==> src/rtl/adder_share_arbiter.sv <==
// adder_share_arbiter
//   Shares one signed ripple-carry adder among NUM_REQ requesters.
//   - A round-robin arbiter in IDLE picks one requester and latches its operands.
//   - The adder then has one full cycle (CALC) to settle. This keeps the ripple
//     path off the grant path.
//   - The registered sum is offered with the requester index on a valid/ready port.
//
// Handshake: a result transfers on a rising edge where res_valid and res_ready
// are both high. Once res_valid is raised, res/res_id/res_valid hold until that
// edge. res_ready has no effect while res_valid is low.
//
// Ports
//   clk        rising-edge clock
//   rst        synchronous reset, active high
//   req        per-requester level request, held until its gnt bit
//   a_in/b_in  packed operands, slot i in [i*WIDTH +: WIDTH], two's complement
//   gnt        one-hot grant, one-cycle pulse
//   res        signed sum sext(A)+sext(B), WIDTH+1 bits
//   res_id     requester index owning res
//   res_valid  result available
//   res_ready  consumer accepts the result
module adder_share_arbiter #(
   parameter int NUM_REQ = 4,
   parameter int WIDTH   = 10,
   parameter int ID_W    = 2
) (
   input  logic                       clk,
   input  logic                       rst,
   input  logic [NUM_REQ-1:0]         req,
   input  logic [NUM_REQ*WIDTH-1:0]   a_in,
   input  logic [NUM_REQ*WIDTH-1:0]   b_in,
   output logic [NUM_REQ-1:0]         gnt,
   output logic [WIDTH:0]             res,
   output logic [ID_W-1:0]            res_id,
   output logic                       res_valid,
   input  logic                       res_ready
);

   localparam logic [1:0] IDLE = 2'd0;
   localparam logic [1:0] CALC = 2'd1;
   localparam logic [1:0] DONE = 2'd2;

   logic [1:0]       state;
   logic [ID_W-1:0]  rr_ptr;
   logic [ID_W-1:0]  win_idx;
   logic             win_found;
   logic [WIDTH-1:0] op_a;
   logic [WIDTH-1:0] op_b;
   logic [WIDTH:0]   ext_a;
   logic [WIDTH:0]   ext_b;
   logic [WIDTH:0]   sum;
   logic [WIDTH:0]   carry;

   // Round-robin scan: start just after the last winner and wrap around, so the
   // most recent winner has the lowest priority.
   always_comb begin
      win_found = 1'b0;
      win_idx   = '0;
      for (int k = 1; k <= NUM_REQ; k++) begin
         if (!win_found && req[(int'(rr_ptr) + k) % NUM_REQ]) begin
            win_found = 1'b1;
            win_idx   = ID_W'((int'(rr_ptr) + k) % NUM_REQ);
         end
      end
   end

   // Sign-extended ripple-carry full-adder chain. Its only inputs are the
   // latched operands, so it has a whole CALC cycle to settle.
   assign ext_a = {op_a[WIDTH-1], op_a};
   assign ext_b = {op_b[WIDTH-1], op_b};

   always_comb begin
      sum   = '0;
      carry = '0;
      for (int i = 0; i <= WIDTH; i++) begin
         sum[i] = ext_a[i] ^ ext_b[i] ^ carry[i];
         if (i < WIDTH) begin
            carry[i+1] = (ext_a[i] & ext_b[i]) | (carry[i] & (ext_a[i] ^ ext_b[i]));
         end
      end
   end

   always_ff @(posedge clk) begin
      if (rst) begin
         state     <= IDLE;
         gnt       <= '0;
         res       <= '0;
         res_id    <= '0;
         res_valid <= 1'b0;
         rr_ptr    <= ID_W'(NUM_REQ - 1);
         op_a      <= '0;
         op_b      <= '0;
      end else begin
         case (state)
            IDLE: begin
               if (win_found) begin
                  op_a   <= a_in[win_idx*WIDTH +: WIDTH];
                  op_b   <= b_in[win_idx*WIDTH +: WIDTH];
                  gnt    <= NUM_REQ'(1) << win_idx;
                  rr_ptr <= win_idx;
                  state  <= CALC;
               end
            end
            CALC: begin
               // rr_ptr still holds the winner, so it names the result owner.
               res       <= sum;
               res_id    <= rr_ptr;
               res_valid <= 1'b1;
               gnt       <= '0;
               state     <= DONE;
            end
            DONE: begin
               if (res_ready) begin
                  res_valid <= 1'b0;
                  state     <= IDLE;
               end
            end
            default: state <= IDLE;
         endcase
      end
   end

endmodule

==> config.mk <==
export PLATFORM = sky130hd
export DESIGN_NAME = adder_share_arbiter
export DESIGN_NICKNAME = d
export VERILOG_FILES = /design/src/rtl/adder_share_arbiter.sv
export SDC_FILE = /design/constraint.sdc
export NUM_CORES = 1
export LEC_CHECK = 0
export ABC_AREA = 1
export CAP_MARGIN = 40
export CORE_ASPECT_RATIO = 1.25
export CORE_MARGIN = 4
export CORE_UTILIZATION = 37
export DETAILED_ROUTE_END_ITERATION = 7
export GPL_TIMING_DRIVEN = 0
export PLACE_DENSITY = 0.65
export SLEW_MARGIN = 10
export SYNTH_ARGS = -nofsm -noshare
export SYNTH_HDL_FRONTEND = slang
export SYNTH_SLANG_ARGS = --single-unit
==> constraint.sdc <==
create_clock -name clk -period 8.3 [get_ports clk]
set_input_delay 1.66 -clock clk [delete_from_list [all_inputs] [get_ports clk]]
set_output_delay 1.66 -clock clk [all_outputs]
set_load 0.02 [all_outputs]
==> impl_metrics.tcl <==
set metrics [dict create \
    max_clock_freq_ghz 0.2299 \
    hp-class "register to register" \
    finalMaxSlewViolations 0 \
    p_leak_nw 2.081 \
    wl_per_cell_um 12.81 \
    whs_ps 464.0 \
    yosysWarningCount 0 \
    fill_cells 793 \
    r2r-end "res[9]" \
    antenna_found_initial 0 \
    slew_headroom_pct 60.03 \
    final_hold_viol_count 0 \
    final_common_cell "clkdlybuf4s50_1" \
    synth_top_cell_by_area "dfxtp_1" \
    drive_gt1_share_pct 12.83 \
    root_buffer "clkbuf_8" \
    rsz0062_at_grt "false" \
    path_common_cell "fa_1" \
    cts_sinks 42 \
    r2r_slack_ps 3950 \
    dpl.cell_count 656 \
    dp_slack_ps 3967 \
    num_rows 36 \
    path_depth 14 \
    synth_top_area_share_pct 27.32 \
    cp_top_family "adder cells" \
    path_class "register to register" \
    grtUsageMet1_pct 20.17 \
    grtUsageMet3_pct 3.717 \
    status "complete, no violations" \
    layout_common_cells "clkdlybuf4s50_1, nand2_1, nand3_1" \
    clock_skew_ps 5.758 \
    fin_crit_sh_pct 52.41 \
    power_mw 1.918 \
    tightestPinTransition_ps 597.3 \
    pin_count 105 \
    cp-start-kind "register" \
    power.density_mw_per_mm2 444.0 \
    numCtsBuffers 5 \
    fin_crit_ps 4350 \
    drt-total-wl_mm 8.508 \
    critPathLaunch "op_a[0]" \
    top_usage_layer "met2" \
    cts_setup_buffers 0 \
    syn_avg_cell_area_um2 6.720 \
    first_pass_iters 4 \
    final_util_pct 54.17 \
    syn_area_mm2 0.003078 \
    instances_no_fill 664 \
    start_util_pct 38.61 \
    htree_levels 2 \
    clk_path_buf_depth 2 \
    worstPathRequired_ps 8490 \
    tritoncts "yes" \
    design_area_mm2 0.004319 \
    overflow 0 \
    die_h_um 110.0 \
    syn_inst 458 \
    grt_usage_pct 18.29 \
    insertion_delay_ps 300 \
    coreArea_mm2 0.007973 \
    hpwlAfterDp_mm 7.079 \
    worst-r2r-cell-count 14 \
    grtUsageMet2_pct 34.52 \
    seq_area_frac_synth_pct 27.32 \
    via_per_inst 4.733 \
    synth_area_leaders "dfxtp_1, nand3_1, nand2_1" \
    cap_violations 0 \
    r2r-start "op_a[0]" \
    globalplace.congestion 0.8466 \
    grt_max_degree 13 \
    finalSetupViolCount 0 \
    critPathMaxFanout 2 \
    vias 3143 \
    setup_slack_ps 3950 \
    place_area_mm2 0.004228 \
    cts_hold_buffers 0 \
    grt_pass1_wl_mm 14.31 \
    cp.arrival_ps 4540 \
    cts-resized-gates 0 \
    worst-path-buf-inv 2 \
    crit_slowest_cell "fa_1" \
    port_buffers 103 \
    ys_types 29 \
    die_area_mm2 0.009852 \
    nets 666 \
    cpPeakStageDelay_ps 450 \
    vdd_drop_max_v 0.0002854 \
    drc_errors 0 \
    detail-route-antenna-nets 0 \
    fin_setup_tns_ps 0 \
    die_w_um 89.58 \
    antenna_cells 0 \
    cp-endpoint "res[9]" \
    crit_path_cell_trace "ha_1 > fa_1 > fa_1 > fa_1 > fa_1 > fa_1 > fa_1 > inv_1 > fa_1 > inv_1 > fa_1 > fa_1 > nor2_1 > nor2_1" \
    initialDrtViolationCount 82 \
    ys_seq_elements 42 \
    endpoint_kind "register" \
    synth_nets 556 \
    clk_pin_slew_worst_paths_ps 80 \
    grt_pass1_vias 3212 \
    syn_to_final_growth_pct 40.33 \
]
==> layer usage <==
| layer | vias to the layer above | part of all wire (%) | routed length, um |
|---|---|---|---|
| met5 | - | 0 | 0 |
| met4 | 0 | 1.8 | 151 |
| met3 | 12 | 5.8 | 496 |
| met2 | 95 | 53 | 4487 |
| met1 | 1374 | 40 | 3372 |
| li1 | 1662 | - | - |
==> power breakdown <==
part	leakage, nW	internal [mW]	total (mW)	switching [mW]
combinational	1.69	0.584	1.44	0.855
clock	0.0482	0.0671	0.136	0.0686
sequential	0.348	0.289	0.344	0.0549
total	2.08	0.940	1.92	0.978
==> state kept, by name (all words and copies together) (netlist names) <==
signal,cells
res_valid,1
res_id,2
op_b,10
state,2
gnt,4
op_a,10
rr_ptr,2
res,11
==> layout make-up <==
| cell class | count | area, um^2 | share of cell area [%] |
|---|---|---|---|
| Sequential cell | 42 | 840.8 | 19.47 |
| Buffer | 27 | 215.2 | 4.983 |
| Tap cell | 95 | 118.9 | 2.752 |
| Clock inverter | 1 | 5.005 | 0.1159 |
| Clock buffer | 7 | 86.33 | 1.999 |
| Multi-Input combinational cell | 323 | 1769 | 40.96 |
| Inverter | 66 | 252.7 | 5.852 |
| Timing Repair Buffer | 103 | 1031 | 23.87 |
==> cell families after synthesis <==
kind of cell	Yosys count	synth area share (%)
compound gates	47	8.212
flops	42	27.32
fa+ha+maj	11	6.910
simple gates	265	42.36
buf+inv	93	15.20
==> worst register-to-register path, cell delays in order, from the launching register on <==
cell     delay, ps
dfxtp_1        320
ha_1           200
fa_1           390
fa_1           390
fa_1           390
fa_1           400
fa_1           400
fa_1           380
inv_1           90
fa_1           170
inv_1           50
fa_1           410
fa_1           450
nor2_1         130
nor2_1          70
==> synthesized netlist by cell type <==
cell	number
inv_1	58
nand3b_1	1
nor2_8	1
buf_6	6
nand2_1	88
clkbuf_1	6
a211oi_1	1
o21ai_0	35
nand4_4	1
nand3_2	15
fa_1	10
nand4_1	2
dfxtp_1	42
nand3_4	1
nand3_1	77
nand2_4	4
inv_6	1
o21ai_2	1
buf_12	2
buf_4	8
a21oi_1	8
o21ai_1	1
a21oi_4	1
ha_1	1
buf_2	5
nor2_1	62
nand2_2	10
nor2_2	3
inv_2	7
==> worst min-delay path by stage <==
| stage | start | slack, ps | end | cells past startpoint |
|---|---|---|---|---|
| 6_report | gnt[0] | 460 | gnt[0] | 2 |
| 4_1_cts | gnt[0] | 470 | gnt[0] | 2 |
| 5_1_grt | gnt[3] | 500 | gnt[3] | 2 |
| 2_1_floorplan | op_b[7] | 490 | op_b[7] | 2 |
| 3_3_place_gp | gnt[3] | 460 | gnt[3] | 2 |
| 3_5_place_dp | gnt[0] | 460 | gnt[0] | 2 |
No activity file was read; power rests on OpenSTA's default activity.
